===== config.mk =====
export PLATFORM = sky130hd
export DESIGN_NAME = fetch_stage
export DESIGN_NICKNAME = d
export VERILOG_FILES = /design/src/rtl/fetch_stage.sv
export SDC_FILE = /design/constraint.sdc
export NUM_CORES = 1
export LEC_CHECK = 0
export BUFFER_PORTS_ARGS = -buffer_cell sky130_fd_sc_hd__buf_4
export CAP_MARGIN = 20
export CELL_PAD_IN_SITES_DETAIL_PLACEMENT = 1
export CELL_PAD_IN_SITES_GLOBAL_PLACEMENT = 1
export CORE_MARGIN = 2
export CORE_UTILIZATION = 36
export DETAILED_ROUTE_END_ITERATION = 7
export PLACE_DENSITY = 0.87
export SYNTH_ARGS = -nofsm -noshare
export SYNTH_HDL_FRONTEND = slang
export SYNTH_SLANG_ARGS = --single-unit

===== constraint.sdc =====
create_clock -name clk -period 2.3 [get_ports clk]
set_clock_uncertainty 0.1 [all_clocks]
set_input_delay 0.23 -clock clk [delete_from_list [all_inputs] [get_ports clk]]
set_output_delay 0.23 -clock clk [all_outputs]
set_load 0.01 [all_outputs]

===== src/rtl/fetch_stage.sv =====
// Instruction-fetch stage: owns the PC, addresses instruction memory and
// loads the IF/ID pipeline register, honouring freezes and branch flushes.
module fetch_stage #(
    parameter logic [31:0] RESET_PC = 32'h0000_0000
) (
    input  logic        clk,
    input  logic        rst,
    input  logic        freeze,
    input  logic        branch_taken,
    input  logic [31:0] branch_addr,
    output logic [31:0] inst_addr,
    input  logic [31:0] inst_in,
    output logic [31:0] id_pc,
    output logic [31:0] id_inst,
    output logic        id_valid,
    output logic [31:0] fetch_count
);

    logic [31:0] pc;
    logic [31:0] pc_plus4;

    assign pc_plus4  = pc + 32'd4;
    assign inst_addr = pc;

    // Priority on every edge: rst > branch_taken > freeze > normal fetch.
    always_ff @(posedge clk) begin
        if (rst) begin
            pc          <= {RESET_PC[31:2], 2'b00};
            id_pc       <= 32'h0;
            id_inst     <= 32'h0;
            id_valid    <= 1'b0;
            fetch_count <= 32'h0;
        end else if (branch_taken) begin
            // Wrong-path word is dropped; the flush bubble is an all-zero NOP.
            pc       <= {branch_addr[31:2], 2'b00};
            id_pc    <= 32'h0;
            id_inst  <= 32'h0;
            id_valid <= 1'b0;
        end else if (!freeze) begin
            pc          <= pc_plus4;
            id_pc       <= pc_plus4;
            id_inst     <= inst_in;
            id_valid    <= 1'b1;
            fetch_count <= fetch_count + 32'd1;
        end
    end

endmodule


* Yosys cells after proc, flatten, opt, wreduce, memory -nomap -nowiden
Index checks and enable logic that the tools add are counted.
** Word-level totals
- Word-level logic and storage cells :: 15
- Register bits :: 129
- Bits of input ports :: 68
- Output and inout bits :: 129
** Operators by class
- Muxes and demuxes :: 2
- Bitwise operators :: 2
- Eq/ne operators :: 1
- Reductions and logical operators :: 2
- $add $sub $neg :: 2
** Operator list (count)
- $mux 32 :: 2
- $add 32x1->32 const B :: 1
- $add 32x3->32 const B :: 1
- $ne 2x1->1 const B :: 1
- $not 1->1 :: 2
- $reduce_and 2->1 :: 1
- $reduce_or 2->1 :: 1

* Longest topological paths before layout
Gate-level depths: netlist of the first run.
- Depth after elaboration :: 3
- Mapped depth :: 7

* Least setup slack after synthesis of the first run
No wires, ideal clock.
- Path kind :: reg-to-reg
- Start point :: register fetch_count[0]
- End point :: register fetch_count[12]
- Data required time :: 2.130 ns
- Library setup time :: 0.070 ns
- Cell stages (with the launch flop) :: 7
- Data arrival time :: 2.003 ns
- Setup slack :: 0.126 ns
- Path through :: dfxtp_1 > ha_1 > or3b_4 > or4_1 > buf_2 > or3_1 > a21oi_1
** Between the ends
- Word-level cells in the longest chain between the ends :: 1
** RTL lines
- start, declared :: line 16 : output logic [31:0] fetch_count
- start signal, assigned :: line 44 : fetch_count <= fetch_count + 32'd1;
- $add 32x1->32 :: line 44
No other way between the ends.
A chain may end at the register's enable or synchronous reset.

* Worst setup path in the final report of the first run
- Start point :: register pc[13], in the netlist inst_addr[13]
- End point :: register pc[24], in the netlist inst_addr[24]
** Between the ends
- Word-level cells in the longest chain between the ends :: 3
** RTL lines
- start, declared :: line 19 : logic [31:0] pc;
- start signal, assigned :: line 28 : pc <= {RESET_PC[31:2], 2'b00};
- start signal, assigned :: line 35 : pc <= {branch_addr[31:2], 2'b00};
- start signal, assigned :: line 40 : pc <= pc_plus4;
- $add 32x3->32 :: line 22 : assign pc_plus4 = pc + 32'd4;
- $mux 32 :: line 39 : end else if (!freeze) begin
- $mux 32 :: line 33 : end else if (branch_taken) begin
No other way between the ends. The select of a mux whose other input is x is not followed.

==> results.md, run 1 <==
* Fin util at 56.3%
* Post-synthesis sequential area ratio at 44.4%
* Top-area cell type share of the netlist area at between 40% and 50%
* LEAKAGE at 3.72 nW
* DRT iter0 DRCs at about 270
* Post-synth top cells: 125 x dfxtp_1, 105 x nor2_1, 52 x xor2_1
* Layout Cells excl Fill at 1129
* Residual DRC count at 0
* VDD IR-drop max at 0.000492 V
* Layout cell share with drive strength beyond 1 at 29.7%
* Row count at 45
* Drt first pass iters at 4
* Post-synthesis register bit count at 125
* Multi-input logic area at 2950 sq um
* Clk_lat worst skew at 0.42 ns
* Synth warn at 0
* FFs w/ async S/R, synth at 0%
* Vias per inst at 5.10
* CP Launch Type: register
* Max Slew Vio Count at 0
* Post-CTS setup buffers at 0
* Register area at 2500 sq um
* Initial antenna violation count at 0
* GR Util All Layers at 24.6%
* I/O Buffers at 190
* Rel. slew slack at 66.6%
* Critical path fanouts, max at 7
* Syn Area/Cell at 8.62 sq um
* Core area at 15300 sq um
* Placed Area at between 7000 and 8000 sq um
* Via count at 5762
* Commonest register cell after synthesis: dfxtp_1
* RSZ-0062 raised after global routing: yes
* Die X at 129 um
* Leading post-synthesis cells by cell area: dfxtp_1 44%, xor2_1 8.1%, nor2_1 7.0%, mux2i_1 6.7%, a21oi_1 3.6%
* Hold Path Class: primary input to register
* Minimum clock period at 2.24 ns
* Worst slew pin tran at about 0.50 ns
* Post-Syn Area at between 5000 and 6000 sq um
* Critical path endpoint category: register
* Data required, critical path at around 2.5 ns
* Initial Util at 36.9%
* Final WL at 20.6 mm
* Fin. Hold Viols at 0
* DP Cell Count at ~1100
* Count leader, synth: dfxtp_1
* TritonCTS Buffers at 17
* Post-synth EDFFs at 0
* Number of max-cap violations at 0
* Post-route design area at 8590 sq um
* # setup viols final at 0
* Total clock sinks at 125
* Fill count at 1725
* CP arrival at 2.48 ns
* Pwr Density at 695 nW/um^2
* I/O pin cnt at approximately 200
* Routability Congestion at 0.825
* Post-synth top area cell: dfxtp_1
* Unique masters post-synth at between 40 and 50
* Max Freq at 446 MHz
* Number of diodes at 0
* Die area at roughly 17000 sq um
* Die Y-Extent at 129 um
* Area grow syn2layout at 52.5%
* Antenna-violating nets left at 0
* Fin nets at slightly below 1000
* Pin count of the biggest net entering global routing at 41
* TritonCTS clock tree: done
* Cells after Synth at 654
* CTS clock-pin slew for the worst setup and hold paths at 0.06 ns
* DR WL/cell at 18.2 um
* Vias in the first global route at 6077
* Final Cycle Share at between 90 and 100%
* Setup tns final at 0 ns
* Setup CP Type: register to register
* Clk root buf: clkbuf_16
* DP HPWL at roughly 13 mm
* GRT Residual Overflow at 0
* Status: finished, final reports clean
* Clock tree buffer depth at 2
* CTS H-Tree Depth at 4
* First-pass GRT wire length at roughly 32 mm
[registers in the layout, summed over array words and instances, names as in the netlist]
name,cells
id_valid,1
id_inst,32
fetch_count,32
id_pc,30
inst_addr,30
[report_power, final]
group / switching, W / total [W] / internal, W
sequential: 0.0000792 / 0.00232 / 0.00224
combinational: 0.000326 / 0.000667 / 0.000341
clock: 0.00101 / 0.00298 / 0.00198
[repair_timing]
action,4_1_cts,5_1_grt
endpoints found under the setup margin,0,8
hold buffers,45,0
gates resized for setup,0,6
endpoints found under the hold margin,45,0
[kinds of logic after synthesis]
logic type / synth area share, %
DFF: 44.4
other: 0.0665
buffers and inverters: 4.15
and+or+nand+nor: 22.0
xor gates and xnor gates: 11.2
AOI/OAI and AO/OA: 11.0
muxes: 6.75
adders and majority gates: 0.444
[final timing paths]
path | from | endpoint | slack [ns] | cells after the start
setup / recovery | inst_addr[13] | inst_addr[24] | 0.06 | 5
hold reg to reg | id_valid | id_valid | 0.36 | 2
hold / removal | branch_addr[28] | inst_addr[28] | 0.01 | 3
setup reg to reg | inst_addr[13] | inst_addr[24] | 0.06 | 5
[cells in the final DEF (no fill, tap or decap), types with 4 or more instances in the layout]
cell           count
nand2_1           35
dlygate4sd3_1     45
nand4_1           31
bufinv_16          5
mux2i_1           38
and3_1            12
o21a_1             6
o21ai_0           35
xnor2_1           20
nand3_1           26
a21oi_1           41
conb_1             4
clkbuf_16         17
inv_1              9
buf_4            229
or3_1             10
dfxtp_1          125
nor2_1           104
a211oi_1          16
xor2_1            52
nor3_1            10
[layout make-up]
type / count / share of cell area, %
clock buffer: 21 / 5.36
clock inverter: 11 / 2.20
inverter: 9 / 0.393
multi-input combinational: 477 / 34.4
sequential: 125 / 29.1
tap: 211 / 3.07
timing repair buffer: 275 / 25.5
[stage by stage]
stage	hold WS (ns)	power, W	setup slack, ns
after floorplan	0.273	0.00264	0.126
after global placement	0.337	0.00293	0.176
after detailed placement	0.342	0.00295	0.0653
after CTS	0.000886	0.00600	0.0234
after global routing	0.0113	0.00619	-0.0349
final	0.0133	0.00597	0.0557
[worst max-delay path, cell delays in order (launching register included)]
cell and delay, ns:
dfxtp_1 0.42, nand4_2 0.33, nor2_1 0.46, nand4_1 0.26
or3_1 0.39, a31oi_1 0.20
[layer usage]
metal  GRT usage (%)  routed length, um  part of all wire [%]
met5               0                  0                     0
met1            28.1               8440                    41
met3            8.71               1600                   7.8
met2            43.4              10200                    50
met4            6.78                332                   1.6
Power figures use the tool's default switching activity.
==> run 2, diff against run 1 <==
==> constraint.sdc (replaced) <==
create_clock -name clk -period 2.3 [get_ports clk]
set_clock_uncertainty 0.1 [all_clocks]
set_input_delay 0.345 -clock clk [delete_from_list [all_inputs] [get_ports clk]]
set_output_delay 0.345 -clock clk [all_outputs]
set_load 0.01 [all_outputs]
==> results.md, run 2 (same netlist as run 1, synthesis figures left out) <==
* Fin util at 52.8%
* Max Slew Vio Count at 0
* Vias in the first global route at 5692
* TritonCTS clock tree: done
* Drt first pass iters at 4
* Die X at 129 um
* Pwr Density at a little under 700 nW/um^2
* Clk_lat worst skew at 0.41 ns
* Most frequent cells in the layout: 229 x buf_4, 125 x dfxtp_1, 105 x nor2_1
* Max Freq at roughly 460 MHz
* Area grow syn2layout at 42.9%
* Status: finished, final reports clean
* CTS H-Tree Depth at 4
* Via count at about 5600
* Largest regs: fetch_count: 32 flops, id_inst: 32 flops
* Residual DRC count at 0
* Hold Buf Count CTS at 0
* Minimum clock period at 2.18 ns
* Number of diodes at 0
* # setup viols final at 0
* DR WL/cell at 17.4 um
* Clk root buf: clkbuf_16
* Fill count at 1801
* Fin. Hold Viols at 0
* Die area at 16700 sq um
* Hold_ws at a little over 0.06 ns
* Final Cycle Share at approximately 95%
* DP HPWL at 13.6 mm
* Pin count of the biggest net entering global routing at 42
* CTS clock-pin slew for the worst setup and hold paths at 0.05 ns
* Critical path endpoint category: register
* Register area at 2500 sq um
* Number of max-cap violations at 0
* First-pass GRT wire length at 29.4 mm
* Hold Path Class: primary input to register
* Row count at 45
* CP arrival at ~2.4 ns
* Initial Util at between 30% and 40%
* Core area at approximately 15000 sq um
* I/O Buffers at between 150 and 200
* GRT Residual Overflow at 0
* I/O pin cnt at just under 200
* Multi-input logic area at 2960 sq um
* Initial antenna violation count at 0
* Setup CP Type: register to register
* GR Util All Layers at 22.5%
* Crit. Startpoint: inst_addr[3]
* Worst r2r src: inst_addr[3]
* Critical path fanouts, max at 5
* Vias per inst at slightly above 5
* Layout cell share with drive strength beyond 1 at 30.6%
* Clock tree buffer depth at 2
* TritonCTS Buffers at 17
* Die Y-Extent at 129 um
* Routability Congestion at 0.836
* Fin nets at 930
* VDD IR-drop max at 0.000476 V
* Final WL at 18.8 mm
* Hold Crit Start: inst_in[24]
* CP Launch Type: register
* DRT iter0 DRCs at between 200 and 250
* Antenna-violating nets left at 0
* Total clock sinks at 125
* LEAKAGE at roughly 3.5 nW
* Data required, critical path at 2.51 ns
* Leading cell type in the layout, fill and taps excluded: buf_4
-- run 2: final cells by class --
cell class,count,share of cell area (%)
clock inverter,7,1.12
timing repair buffer,230,21.6
sequential,125,31.1
inverter,9,0.420
multi-input combinational,477,36.8
tap,211,3.28
clock buffer,24,5.73
-- run 2: where the power goes --
part / switching (W) / internal, W
registers: 0.0000710 / 0.00224
logic: 0.000306 / 0.000293
clock network: 0.000943 / 0.00161
total: 0.00132 / 0.00415
-- run 2: path summary, 6_finish.rpt --
path                                 endpoint  slack [ns]  cells past startpoint
worst max-delay path            inst_addr[18]        0.12                      6
worst min-delay path              id_inst[24]        0.06                      3
worst max register to register  inst_addr[18]        0.12                      6
worst min register to register       id_valid        0.36                      2
-- run 2: per-layer routing --
metal | track usage, % | wire length [um] | up-vias
met3 | 8.13 | 1510 | 19
met2 | 38.5 | 9300 | 194
met1 | 26.5 | 7790 | 2696
met5 | 0 | 0 | -
met4 | 6.52 | 201 | 0
li1 | - | - | 2673
-- run 2: per-stage QoR --
step                total power (W)  worst slack, ns  instances  TNS [ns]  instance area (sq um)
finish                      0.00547            0.122       1083         0                   8050
global route                0.00569          -0.0163       1083   -0.0260                   8050
CTS                         0.00552         0.000112       1082         0                   8000
detailed placement          0.00295           0.0759       1051         0                   7450
global placement            0.00294            0.137       1051         0                   7450
floorplan                   0.00264            0.126        657         0                   5650
-- run 2: critical path, stage by stage, from the launching register on --
cell and delay (ns):
dfxtp_1 0.33, ha_1 0.29, nand4b_1 0.26, nor4_4 0.49
nand3_1 0.16, xor2_1 0.18, a211oi_1 0.28
-- run 2: repair_timing --
item                       4_1_cts  5_1_grt
setup buffers                    0        1
resized for setup                0        6
setup endpoints to repair        0        9
==> run 3, diff against run 2 <==
CORE_UTILIZATION = 39   (was 36)
PLACE_DENSITY = 0.93   (was 0.87)
clock period = 2.8 ns   (was 2.3 ns; I/O delays follow)
==> results.md, run 3 (same netlist as run 1, synthesis figures left out) <==
* Status: finished, final reports clean
* Fin. Hold Viols at 0
* Vias per inst at between 5 and 6
* Routability Congestion at 0.805
* Final Cycle Share at 84.5%
* Pin count of the biggest net entering global routing at 58
* LEAKAGE at 3.33 nW
* # setup viols final at 0
* CTS H-Tree Depth at 4
* TritonCTS clock tree: done
* Vias in the first global route at around 5800
* Setup CP Type: register to register
* First-pass GRT wire length at 31.0 mm
* DP HPWL at 13.2 mm
* Die X at 124 um
* TritonCTS Buffers at 17
* Pre-CTS setup slack at around 0.45 ns
* Hold Buf Count CTS at 0
* CP Launch Type: register
* Met2 WL at about 9.4 mm
* GR Util All Layers at around a quarter
* VDD IR-drop max at 0.000374 V
* Largest regs: fetch_count: 32 flops, id_inst: 32 flops
* Pwr Density at 589 nW/um^2
* Post-CTS setup buffers at 0
* Initial Util at 40.3%
* Via count at approximately 5500
* Die Y-Extent at 124 um
* Final WL at roughly 19 mm
* I/O Buffers at 190
* Leading cell type in the layout, fill and taps excluded: buf_4
* Drt first pass iters at 7
* Die area at 15400 sq um
* Layout cell share with drive strength beyond 1 at 28.9%
* DP Cell Count at ~1000
* Met3 wire len at 1.42 mm
* Worst slew pin tran at 0.807 ns
* Switching pwr at between 0.001 and 0.0015 W
* CTS clock-pin slew for the worst setup and hold paths at 0.05 ns
* Data required, critical path at a little over 3 ns
* Area grow syn2layout at 38.8%
* Post-route design area at between 7000 and 8000 sq um
* Reg power frac at 41.7%
* Logic pwr share at 9.7%
* Rel. slew slack at 46.0%
* Layout Cells excl Fill at 1028
* Number of max-cap violations at 0
* Met1 Wirelength at 7.65 mm
* Max Freq at 423 MHz
* Clock tree buffer depth at 2
* Core area at approximately 14000 sq um
* Number of diodes at 0
* Most frequent cells in the layout: 207 x buf_4, 125 x dfxtp_1, 105 x nor2_1
* Initial antenna violation count at 0
* DRT iter0 DRCs at between 400 and 500
* I/O pin cnt at 197
* Setup tns final at 0 ns
* Hold Path Class: primary input to register
* Antenna-violating nets left at 0
* Clk root buf: clkbuf_16
* GRT Residual Overflow at 0
* Residual DRC count at 0
* Sw Share at approximately a quarter
* Critical path fanouts, max at 6
* Row count at 43
* Critical path endpoint category: register
* Fin nets at between 900 and 1000
* Minimum clock period at 2.37 ns
* Internal at 0.00352 W
* CP arrival at 2.61 ns
* Final setup margin at 0.435 ns
* Overall power at 0.00461 W
* Clk pwr share at 48.6%
* Clk_lat worst skew at 0.43 ns
* # resized after CTS at 0
* DR WL/cell at 18.4 um
* Max Slew Vio Count at 0
* Placed Area at 7230 sq um
* Total clock sinks at approximately 130
* Highest metal used: met4
* Fill count at 1644
* RSZ-0062 raised after global routing: no
[run 3: critical path, stage by stage (launching register included)]
cell     delay (ns)
dfxtp_1        0.42
ha_1           0.17
or3b_4         0.40
or4_1          0.62
or3_1          0.39
a21oi_1        0.19
[run 3: power by group through the flow]
stage,Combinational [W],Sequential (W),Clock (W)
detailed placement,0.000443,0.00196,0
CTS,0.000450,0.00192,0.00227
global placement,0.000431,0.00195,0
finish,0.000445,0.00192,0.00224
global route,0.000486,0.00193,0.00235
floorplan,0.000207,0.00196,0
[run 3: final timing paths]
path / startpoint / end / slack, ns / depth (start not counted)
setup / recovery: fetch_count[0] / fetch_count[12] / 0.43 / 5
hold / removal: inst_in[16] / id_inst[16] / 0.12 / 3
setup reg to reg: fetch_count[0] / fetch_count[12] / 0.43 / 5
hold reg to reg: id_valid / id_valid / 0.37 / 2
[run 3: per-stage QoR]
step / hold WS, ns / util, %
6_report: 0.121 / 55.9
5_1_grt: 0.132 / 55.9
3_5_place_dp: 0.356 / 51.7
4_1_cts: 0.117 / 55.9
3_3_place_gp: 0.342 / 51.7
2_1_floorplan: 0.374 / -
[run 3: cell type report]
| class | instances | area, sq um | area share (%) |
|---|---|---|---|
| flip-flops and latches | 125 | 2500 | 32.0 |
| multi-input cells | 477 | 2920 | 37.3 |
| well taps | 180 | 225 | 2.88 |
| repair buffers | 207 | 1550 | 19.9 |
| inverters | 9 | 33.8 | 0.432 |
| clock buffers | 23 | 478 | 6.11 |
| clock inverters | 7 | 113 | 1.44 |
[run 3: layer usage]
layer  GRT usage, %  vias up
li1               -     2623
met1           28.6     2664
met2           42.3      204
met3           8.13       31
met4           10.3        0
met5              0        -
